--- src/rtl/up_down_counter_pkg.sv ---
// Shared definitions for the modulo up/down counter: boundary modes and the
// per-edge action encoding used by the RTL and its bench.
package up_down_counter_pkg;

    localparam int MODE_WRAP = 0;
    localparam int MODE_SAT  = 1;

    typedef enum logic [1:0] {
        ACT_CLEAR = 2'd0,
        ACT_LOAD  = 2'd1,
        ACT_COUNT = 2'd2,
        ACT_HOLD  = 2'd3
    } action_e;

    // Resolve the per-edge controls into the single action that wins: clear > load > count > hold.
    function automatic action_e decode_action(input logic clear,
                                              input logic load,
                                              input logic enable);
        if (clear)       return ACT_CLEAR;
        else if (load)   return ACT_LOAD;
        else if (enable) return ACT_COUNT;
        else             return ACT_HOLD;
    endfunction

endpackage

--- src/rtl/up_down_counter_mod_next.sv ---
// Next-count arithmetic for the modulo up/down counter: computes the value one
// enabled step would produce and whether that step hits a boundary.
module up_down_next
    import up_down_counter_pkg::*;
#(
    parameter int BITS     = 8,
    parameter int SATURATE = MODE_WRAP
) (
    input  logic [BITS-1:0] q,
    input  logic            up,
    input  logic [BITS-1:0] limit,
    output logic [BITS-1:0] q_next,
    output logic            boundary
);

    localparam logic IS_SAT = (SATURATE == MODE_SAT);

    always_comb begin
        // NOTE: every output gets a default before the branches so no path leaves it unassigned and infers a latch.
        q_next   = q;
        boundary = 1'b0;
        if (up) begin
            if (q >= limit) begin
                boundary = 1'b1;
                q_next   = IS_SAT ? limit : '0;
            end else begin
                q_next = q + 1'b1;
            end
        end else begin
            // A limit lowered under the count pulls Q back into range without counting as a boundary.
            if (q > limit) begin
                q_next = limit;
            end else if (q == '0) begin
                boundary = 1'b1;
                q_next   = IS_SAT ? '0 : limit;
            end else begin
                q_next = q - 1'b1;
            end
        end
    end

endmodule

--- src/rtl/up_down_counter_mod.sv ---
// Modulo-N up/down counter with synchronous clear/load, wrap or saturate at
// the boundaries, a one-cycle terminal-count pulse and a sticky overflow flag.
module up_down_counter_mod
    import up_down_counter_pkg::*;
#(
    parameter int          BITS      = 8,
    parameter int          SATURATE  = MODE_WRAP,
    parameter int unsigned RESET_VAL = 0
) (
    input  logic            clk,
    input  logic            reset_n,
    input  logic            enable,
    input  logic            up,
    input  logic            clear,
    input  logic            load,
    input  logic [BITS-1:0] load_val,
    input  logic [BITS-1:0] limit,
    output logic [BITS-1:0] Q,
    output logic            at_max,
    output logic            at_min,
    output logic            tc,
    output logic            ovf
);

    localparam logic [BITS-1:0] RST_Q = BITS'(RESET_VAL);

    logic [BITS-1:0] q_next;
    logic            boundary;
    logic [BITS-1:0] load_clamped;
    action_e         action;

    up_down_next #(
        .BITS     (BITS),
        .SATURATE (SATURATE)
    ) u_next (
        .q        (Q),
        .up       (up),
        .limit    (limit),
        .q_next   (q_next),
        .boundary (boundary)
    );

    assign action       = decode_action(clear, load, enable);
    assign load_clamped = (load_val > limit) ? limit : load_val;
    assign at_max       = (Q >= limit);
    assign at_min       = (Q == '0);

    // NOTE: state registers use non-blocking assignments so every flop samples the pre-edge values.
    always_ff @(posedge clk or negedge reset_n) begin
        if (!reset_n) begin
            Q   <= RST_Q;
            tc  <= 1'b0;
            ovf <= 1'b0;
        end else begin
            unique case (action)
                ACT_CLEAR: begin
                    Q   <= RST_Q;
                    tc  <= 1'b0;
                    ovf <= 1'b0;
                end
                ACT_LOAD: begin
                    Q  <= load_clamped;
                    tc <= 1'b0;
                end
                ACT_COUNT: begin
                    Q   <= q_next;
                    tc  <= boundary;
                    ovf <= ovf | boundary;
                end
                ACT_HOLD: begin
                    tc <= 1'b0;
                end
            endcase
        end
    end

endmodule

--- config.mk ---
export PLATFORM = sky130hd
export DESIGN_NAME = up_down_counter_mod
export DESIGN_NICKNAME = d
export VERILOG_FILES = /design/src/rtl/up_down_counter_pkg.sv /design/src/rtl/up_down_counter_mod_next.sv /design/src/rtl/up_down_counter_mod.sv
export SDC_FILE = /design/constraint.sdc
export NUM_CORES = 1
export LEC_CHECK = 0
export BUFFER_PORTS_ARGS = -buffer_cell sky130_fd_sc_hd__buf_2
export CAP_MARGIN = 30
export CORE_MARGIN = 8
export CORE_UTILIZATION = 52
export CTS_BUF_LIST = sky130_fd_sc_hd__clkbuf_2 sky130_fd_sc_hd__clkbuf_4 sky130_fd_sc_hd__clkbuf_8
export CTS_CLUSTER_SIZE = 16
export DETAILED_ROUTE_END_ITERATION = 6
export GPL_TIMING_DRIVEN = 0
export PLACE_DENSITY = 0.76
export SYNTH_ARGS = -nofsm -noshare
export SYNTH_HDL_FRONTEND = slang
export SYNTH_HIERARCHICAL = 1
export SYNTH_SLANG_ARGS = --single-unit
--- constraint.sdc ---
create_clock -name clk -period 2.45 [get_ports clk]
set_clock_uncertainty 0.2 [all_clocks]
set_input_delay 0.245 -clock clk [delete_from_list [all_inputs] [get_ports clk]]
set_output_delay 0.245 -clock clk [all_outputs]
set_load 0.05 [all_outputs]
==> results.txt, run 1 <==
----------------------------------------------------
[STA]
  Tightest hold margin ... around 0.076 ns
  Transition at the pin with the smallest max-transition slack ... 0.6258 ns
  Share of the clock period used by the worst path ... 115.0%
  Unrepaired setup endpoints after global routing ... yes
  Number of hold violations in the final report ... 0
  Total setup violations reported at the end of the flow ... 8
  Worst relative slew slack ... 58.28%
  Achievable Freq ... between 300 and 400 MHz
  Tmin final ... 2.818 ns
  Final Max Slew Viols ... 0
  PnR worst setup slack ... -0.3685 ns

[Route]
  Detailed-route DRC error count ... 0
  DR vias/cell ... around 6.5
  Starting DRT DRC Count ... ~180
  Pre-antenna DRT Iters ... 7
  Antenna viol nets, final ... 0
  Average wire per cell in the routed design ... approximately 18 um
  Via count ... approximately 2000
  Total routed wirelength ... about 5800 um

[Run status]
  Violations in the final reports ... setup timing
  Result of the run ... finished, violations left

[Clock network]
  Insertion delay to the later sink of the worst-skew pair ... between 0.2 and 0.3 ns
  Clock buffers created by TritonCTS ... 3
  CTS max path bufs ... 2
  Clock tree from TritonCTS ... built
  Clock slew at reported path FFs ... 0.06 ns
  Number of clock sinks ... 10
  Buffer cell driving the clock tree root ... clkbuf_4
  Depth of the CTS H-tree ... 1

[Hold path]
  Class of the worst hold path ... input port to flip-flop

[Synthesis]
  Cell variety after synth ... 53
  Net count of the mapped netlist ... 256
  Top area cells in the synthesized netlist ... ha_1 20%, dfrtp_1 15%, mux2i_1 5.3%
  Gate Count Post-Synth ... approximately 210
  Number of synthesized flops with an enable pin ... 0
  FFs w/ async S/R, synth ... 100.0%
  Area of the mapped netlist ... 1698 um2
  Portion of the post-synthesis area used by sequential elements ... between 10 and 15%
  Biggest area consumer among synthesized cells ... ha_1
  Total of flip-flops plus latches after synthesis ... 10
  Top flip-flop cell by instance count after synthesis ... dfrtp_1
  Mean Syn Cell Area ... approximately 8.2 um2
  Top-area cell type share of the netlist area ... 19.90%
  Number of synthesis warnings ... 6

[Worst setup path]
  Critical Path Max Stage Delay ... 0.52 ns
  Kind of capture point of the worst setup path ... flip-flop
  Arrival time worst endpoint ... ~2.7 ns
  Critical path peak fanout ... 5
  Type of origin of the critical path ... flip-flop
  Slowest cell on crit path ... dfrtp_4
  CP required ... roughly 2.4 ns
  Sequence of cells on the critical path ... ha_4, nor2b_1, o211ai_1, a211o_1, and3_4, a221o_1, a22o_1, mux2i_2, o22ai_1
  Setup Crit Path Kind ... flip-flop to flip-flop
  Critical path buffer and inverter count ... 0
  Family of cells with the greatest summed delay on the critical path ... compound AO/OA/AOI/OAI gates

[Power]
  Peak supply drop ... between 0.0002 and 0.00025 V
  Final Power ... 1.181 mW
  Power density over cell area ... roughly 500 nW/um2
  Leakage dissipation ... 1.112 nW

[Floorplanning]
  Width of the die ... ~73 um
  Die extent in y ... roughly 73 um
  Die Area ... 5349 um2
  Standard-cell row count ... 20
  Number of placed I/O pins ... 34
  Effective utilization at floorplan ... approximately 55%
  Placeable core area ... 3078 um2

[Layout]
  Proportion of layout cells with a drive suffix above 1 ... 36.94%
  Area occupied by registers ... between 200 and 300 um2
  Layout Area Growth over Synthesis ... 35.30%
  Layout Nets ... roughly 320
  Antenna fix cells ... 0
  Number of fill cells ... 240
  Total area of multi-input combinational cells ... about 1500 um2
  Post-route design area ... approximately 2300 um2

[Placed design]
  Post-placement cell area ... ~2000 um2
  DP HPWL ... 3798 um
  Number of I/O port buffers ... 32
  Routability cong. ... 0.8718

[Run]
  Max-Cap Viols ... 0

[Global routing]
  Largest net degree at the start of global routing ... 11
  Via count of the first global-routing pass ... ~1900
  Remaining global-route overflow ... 0
  Global-route wire length before repair ... between 9000 and 10000 um
  Number of antenna violations at the first check in global routing ... 0
  Overall Global Routing Usage ... 21.16%

----------------------------------------------------
==> per-stage QoR <==
| step | utilization, % | TNS (ns) | cells | setup WS, ns |
|---|---|---|---|---|
| 6_report | 74.63 | -1.611 | 312 | -0.3685 |
| 5_1_grt | 74.63 | -2.299 | 312 | -0.4141 |
| 4_1_cts | 71.59 | -1.063 | 307 | -0.2986 |
| 3_5_place_dp | 64.47 | -2.677 | 283 | -0.4736 |
| 3_3_place_gp | 64.47 | -2.418 | 283 | -0.4136 |
| 2_1_floorplan | - | -1.125 | 207 | -0.2346 |
==> final cells by class <==
cell class	count	area share (%)
Buffer	7	1.797
Clock buffer	4	1.307
Inverter	21	3.431
Multi-Input combinational cell	168	63.24
Sequential cell	10	11.66
Tap cell	44	2.397
Timing Repair Buffer	58	16.18
==> per-layer routing <==
layer / track usage (%) / part of all wire, %
met1: 26.39 / 42
met2: 33.76 / 44
met3: 5.907 / 12
met4: 7.111 / 2.4
met5: 0 / 0
==> cells in the final DEF (no fill, tap or decap), types with 2 or more instances in the layout <==
cell | Yosys | routed
buf_2 | 0 | 31
o221ai_1 | 4 | 4
and2_1 | 2 | 2
a21boi_0 | 7 | 7
nor2b_1 | 2 | 2
ha_1 | 27 | 22
ha_4 | 0 | 5
or4_1 | 2 | 2
o21ai_1 | 1 | 3
and3_2 | 3 | 2
a21o_1 | 4 | 4
nor2_4 | 0 | 2
o211ai_1 | 2 | 2
a22o_1 | 4 | 4
buf_4 | 0 | 23
a21oi_1 | 6 | 6
a221o_1 | 2 | 2
nand2_1 | 15 | 15
nand4_1 | 4 | 4
and3_4 | 1 | 2
nor3_1 | 3 | 2
inv_1 | 20 | 19
mux2i_1 | 9 | 8
nand2b_1 | 2 | 2
a311oi_1 | 8 | 8
nor2_1 | 10 | 8
nor4_1 | 9 | 9
dfrtp_1 | 10 | 2
o22ai_1 | 9 | 9
clkbuf_1 | 5 | 4
or4_4 | 2 | 2
nand3_1 | 4 | 2
dfrtp_2 | 0 | 5
dfrtp_4 | 0 | 3
buf_6 | 2 | 5
clkbuf_4 | 0 | 4
a221o_2 | 2 | 2
==> worst min-delay path: stages <==
cell    delay [ns]
buf_2         0.10
inv_1         0.06
a21o_1        0.10
==> path summary, 6_finish.rpt <==
path,from,to,slack (ns),cells past startpoint
min reg2reg,ovf$_DFFE_PN0P_,ovf$_DFFE_PN0P_,0.28,1
max in group asynchronous,reset_n,Q[1]$_DFFE_PN0P_,1.68,2
min,clear,ovf$_DFFE_PN0P_,0.08,3
min in group asynchronous,reset_n,Q[6]$_DFFE_PN0P_,0.15,2
max reg2reg,Q[1]$_DFFE_PN0P_,Q[3]$_DFFE_PN0P_,-0.37,9
max,Q[1]$_DFFE_PN0P_,Q[3]$_DFFE_PN0P_,-0.37,9
==> synthesized netlist by cell type, types with 3 or more instances <==
library cell   n
a21o_1         4
nand4_1        4
inv_1         20
ha_1          27
a311oi_1       8
a21boi_0       7
a22o_1         4
nor4_1         9
o21ai_0        3
nor3_1         3
o221ai_1       4
clkbuf_1       5
nor2_1        10
a21oi_1        6
mux2i_1        9
dfrtp_1       10
nand3_1        4
and3_2         3
nand2_1       15
o22ai_1        9
==> where the power goes <==
part           switching, mW  internal, mW
sequential            0.0313         0.190
clock                 0.0581        0.0740
combinational          0.469         0.358
total                  0.559         0.622
==> sequential cells by signal, summed over array words and instances, names as in the netlist <==
| register | cells |
|---|---|
| Q | 8 |
| ovf | 1 |
| tc | 1 |
==> cells by family after synthesis <==
logic type	share of synthesized area, %
and+or+nand+nor	22.48
AOI/OAI and AO/OA	29.26
buffers and inverters	7.295
adders and majority gates	19.90
DFF	14.74
muxes	5.306
xor gates and xnor gates	1.032
==> what timing repair did <==
item / CTS / global route
pin swaps: 11 / 3
setup buffers: 20 / 5
hold buffers: 1 / 0
setup endpoints to repair: 9 / 10
resized for setup: 11 / 10
endpoints found under the hold margin: 10 / 0
Power figures use the tool's default switching activity.
==> run 2: changes to the inputs <==
--- a/config.mk
+++ b/config.mk
@@ -5,15 +5,16 @@
 export SDC_FILE = /design/constraint.sdc
 export NUM_CORES = 1
 export LEC_CHECK = 0
+export ABC_AREA = 1
 export BUFFER_PORTS_ARGS = -buffer_cell sky130_fd_sc_hd__buf_2
 export CAP_MARGIN = 30
 export CORE_MARGIN = 8
-export CORE_UTILIZATION = 52
+export CORE_UTILIZATION = 49
 export CTS_BUF_LIST = sky130_fd_sc_hd__clkbuf_2 sky130_fd_sc_hd__clkbuf_4 sky130_fd_sc_hd__clkbuf_8
 export CTS_CLUSTER_SIZE = 16
 export DETAILED_ROUTE_END_ITERATION = 6
 export GPL_TIMING_DRIVEN = 0
-export PLACE_DENSITY = 0.76
+export PLACE_DENSITY = 0.69
 export SYNTH_ARGS = -nofsm -noshare
 export SYNTH_HDL_FRONTEND = slang
 export SYNTH_HIERARCHICAL = 1
==> constraint.sdc (replaced) <==
create_clock -name clk -period 2.85 [get_ports clk]
set_clock_uncertainty 0.2 [all_clocks]
set_input_delay 0.285 -clock clk [delete_from_list [all_inputs] [get_ports clk]]
set_output_delay 0.285 -clock clk [all_outputs]
set_load 0.05 [all_outputs]
==> results.txt, run 2 <==
----------------------------------------------------
[Synthesis]
  Biggest area consumer among synthesized cells ... nand2_1
  Most instantiated cells after synthesis ... 96 x nand2_1, 42 x nand3_1, 39 x inv_1
  Top flip-flop cell by instance count after synthesis ... dfrtp_1
  Number of synthesis warnings ... 6 (unchanged)
  FFs w/ async S/R, synth ... 100.0% (unchanged)
  Area of the mapped netlist ... 1842 um2 (+8.5%)
  Gate Count Post-Synth ... 298 (+44%)
  Top-count cell post-synth ... nand2_1
  Net count of the mapped netlist ... 347 (+36%)
  Portion of the post-synthesis area used by sequential elements ... 13.59% (-1.2 points)
  Total of flip-flops plus latches after synthesis ... 10 (unchanged)
  Cell variety after synth ... 31 (-42%)
  Mean Syn Cell Area ... 6.180 um2 (-25%)
  Number of synthesized flops with an enable pin ... 0 (unchanged)
  Top-area cell type share of the netlist area ... 19.57% (-0.33 points)
  Top area cells in the synthesized netlist ... nand2_1 20%, ha_1 18%, dfrtp_1 14%

[Route]
  Detailed-route DRC error count ... 0 (unchanged)
  Average wire per cell in the routed design ... 12.77 um (-31%)
  Total routed wirelength ... 4890 um (-15%)
  Highest Signal Layer ... met4
  Via count ... 1975 (-2.0%)
  Starting DRT DRC Count ... 170 (-7.6%)
  DR vias/cell ... 5.157 (-20%)
  Routed length on met3 ... 327 um (-52%)
  DR WL met2 ... 2249 um (-12%)
  Pre-antenna DRT Iters ... 4 (-3)
  Metal-1 WL ... 2258 um (-5.6%)
  Antenna viol nets, final ... 0 (unchanged)

[Clock network]
  Buffer cell driving the clock tree root ... clkbuf_8
  Number of clock sinks ... 10 (unchanged)
  CTS max path bufs ... 2 (unchanged)
  Insertion delay to the later sink of the worst-skew pair ... 0.24 ns (-0.03 ns)
  Resized cells post-CTS ... 0 (-11)
  Clock slew at reported path FFs ... 0.05 ns (about the same)
  Hold buffers post-CTS ... 1 (unchanged)
  Post-CTS setup-driven buffer insertion count ... 0 (-100%)
  Depth of the CTS H-tree ... 1 (unchanged)
  Clock buffers created by TritonCTS ... 3 (unchanged)
  Clock tree from TritonCTS ... built

[Power]
  Leakage dissipation ... 1.221 nW (+9.7%)
  Power density over cell area ... 429.3 nW/um2 (-16%)
  Clock Power Share ... 19.1% (+7.9 points)
  Internal power of the cells ... 0.4566 mW (-27%)
  Switching pwr ... 0.4565 mW (-18%)
  Peak supply drop ... 0.0001478 V (-38%)
  Fraction of power spent switching nets ... 50.00% (+2.7 points)
  Final Power ... 0.9131 mW (-23%)
  Proportion of power drawn by combinational gates ... 58.3% (-12 points)
  Proportion of power drawn by flip-flops and latches ... 22.5% (+3.7 points)

[Layout]
  Post-route design area ... 2127 um2 (-7.4%)
  Commonest cells after routing, fill and taps aside ... 96 x nand2_1, 42 x nand3_1, 39 x inv_1
  Number of flip-flops in the largest register ... 8 (unchanged)
  Layout Nets ... 385 (+21%)
  Register ranked first by flip-flop count ... Q
  Top flop regs ... Q x8, ovf x1, tc x1
  Antenna fix cells ... 0 (unchanged)
  Layout Area Growth over Synthesis ... 15.49%
  Most common cell after layout, fill and taps aside ... nand2_1
  Proportion of layout cells with a drive suffix above 1 ... 20.00% (-17 points)

[Hold path]
  Class of the worst hold path ... input port to flip-flop
  Hold Path Stages ... 2 (-1)

[STA]
  Worst relative slew slack ... 62.38% (+4.1 points)
  Setup TNS ... 0 ns (+1.611 ns)
  Share of the clock period used by the worst path ... 85.49% (-30 points)
  Tmin final ... 2.436 ns (-0.3821 ns)
  Final Max Slew Viols ... 0 (unchanged)
  Number of hold violations in the final report ... 0 (unchanged)
  Total setup violations reported at the end of the flow ... 0 (-8)
  Unrepaired setup endpoints after global routing ... no
  Transition at the pin with the smallest max-transition slack ... 0.5643 ns (-0.06151 ns)
  Tightest hold margin ... 0.1177 ns (+0.04132 ns)
  Achievable Freq ... 410.4 MHz (+16%)

[Worst setup path]
  Slowest cell on crit path ... dfrtp_1
  CP required ... 2.82 ns (+0.44 ns)
  Critical path peak fanout ... 11 (+6)
  Setup Crit Path Kind ... flip-flop to flip-flop
  Sequence of cells on the critical path ... ha_1, nand2_1, inv_2, nand4_2, clkinv_1, nor2_4, nand4_1, nand2_1, nand2_1, nand3_1
  Type of origin of the critical path ... flip-flop
  Family of cells with the greatest summed delay on the critical path ... simple AND/OR/NAND/NOR gates
  Critical path buffer and inverter count ... 2 (+2)
  Setup slack on the worst flop-to-flop path ... 0.41 ns (+0.78 ns)
  Cell count of the worst reg-to-reg path ... 10 (+1)
  Kind of capture point of the worst setup path ... flip-flop
  Critical Path Max Stage Delay ... 0.69 ns (+0.17 ns)
  Logic depth of the worst path, buffers included ... 10 (+1)
  Critical path's most frequent cell ... nand2_1
  Arrival time worst endpoint ... 2.41 ns (-0.33 ns)

[Global routing]
  Largest net degree at the start of global routing ... 12 (+1)
  Global-route wire length before repair ... 8259 um (-8.5%)
  Number of antenna violations at the first check in global routing ... 0 (unchanged)
  Via count of the first global-routing pass ... 1825 (-4.2%)
  Overall Global Routing Usage ... 16.16% (-5.0 points)
  Remaining global-route overflow ... 0 (unchanged)

[Placed design]
  Number of I/O port buffers ... 32 (unchanged)
  DP HPWL ... 3947 um (+3.9%)
  Post-placement cell area ... 2062 um2 (+3.9%)
  Routability cong. ... 0.9058 (+3.9%)

[Floorplanning]
  Number of placed I/O pins ... 34 (unchanged)
  Die Area ... 5977 um2 (+12%)
  Effective utilization at floorplan ... 50.69% (-4.5 points)
  Placeable core area ... 3633 um2 (+18%)
  Standard-cell row count ... 22 (+10%)
  Die extent in y ... 77.31 um (+5.7%)
  Width of the die ... 77.31 um (+5.7%)

[Run]
  Max-Cap Viols ... 0 (unchanged)

[Run status]
  Result of the run ... complete, no violations

----------------------------------------------------
-- run 2: final cells by class --
| class | count | area [um2] |
|---|---|---|
| inverter | 49 | 188.9 |
| clock buffer | 4 | 55.05 |
| multi-input combinational | 238 | 1398 |
| buffer | 1 | 5.005 |
| sequential | 10 | 250.2 |
| tap | 48 | 60.06 |
| timing repair buffer | 33 | 170.2 |
| fill | 411 | 1506 |
-- run 2: cells by family (layout without fill, tap and decap cells) --
group | count (synthesis) | in the layout | share of synthesized area, %
simple gates | 181 | 181 | 48.10
buf+inv | 50 | 87 | 10.53
fa+ha+maj | 27 | 27 | 18.34
compound gates | 27 | 27 | 8.017
flops | 10 | 10 | 13.59
xor+xnor | 3 | 3 | 1.427
-- run 2: path summary, 6_finish.rpt --
path                                         end              from
worst max-delay path            Q[5]$_DFFE_PN0P_  Q[2]$_DFFE_PN0P_
worst min-delay path             ovf$_DFFE_PN0P_             clear
worst max register to register  Q[5]$_DFFE_PN0P_  Q[2]$_DFFE_PN0P_
worst min register to register   ovf$_DFFE_PN0P_   ovf$_DFFE_PN0P_
max in group asynchronous       Q[5]$_DFFE_PN0P_           reset_n
min in group asynchronous       Q[0]$_DFFE_PN0P_           reset_n
-- run 2: per-layer routing --
metal | track usage [%] | up-vias
met2 | 26.62 | 67
met5 | 0 | -
met4 | 3.774 | 0
met1 | 21.86 | 848
li1 | - | 1052
met3 | 1.748 | 8
-- run 2: power by group through the flow --
stage / clock (mW) / sequential, mW / combinational [mW]
global route: 0.183 / 0.209 / 0.607
floorplan: 0 / 0.240 / 0.362
finish: 0.175 / 0.206 / 0.533
detailed placement: 0 / 0.208 / 0.529
CTS: 0.179 / 0.205 / 0.532
global placement: 0 / 0.208 / 0.526
-- run 2: through the flow --
step                std cells  setup WS, ns  util (%)
floorplan                 298        0.4330         -
global route              383        0.2311     58.54
finish                    383        0.4136     58.54
detailed placement        378        0.4692     56.75
global placement          378        0.4811     56.75
CTS                       383        0.4470     58.54
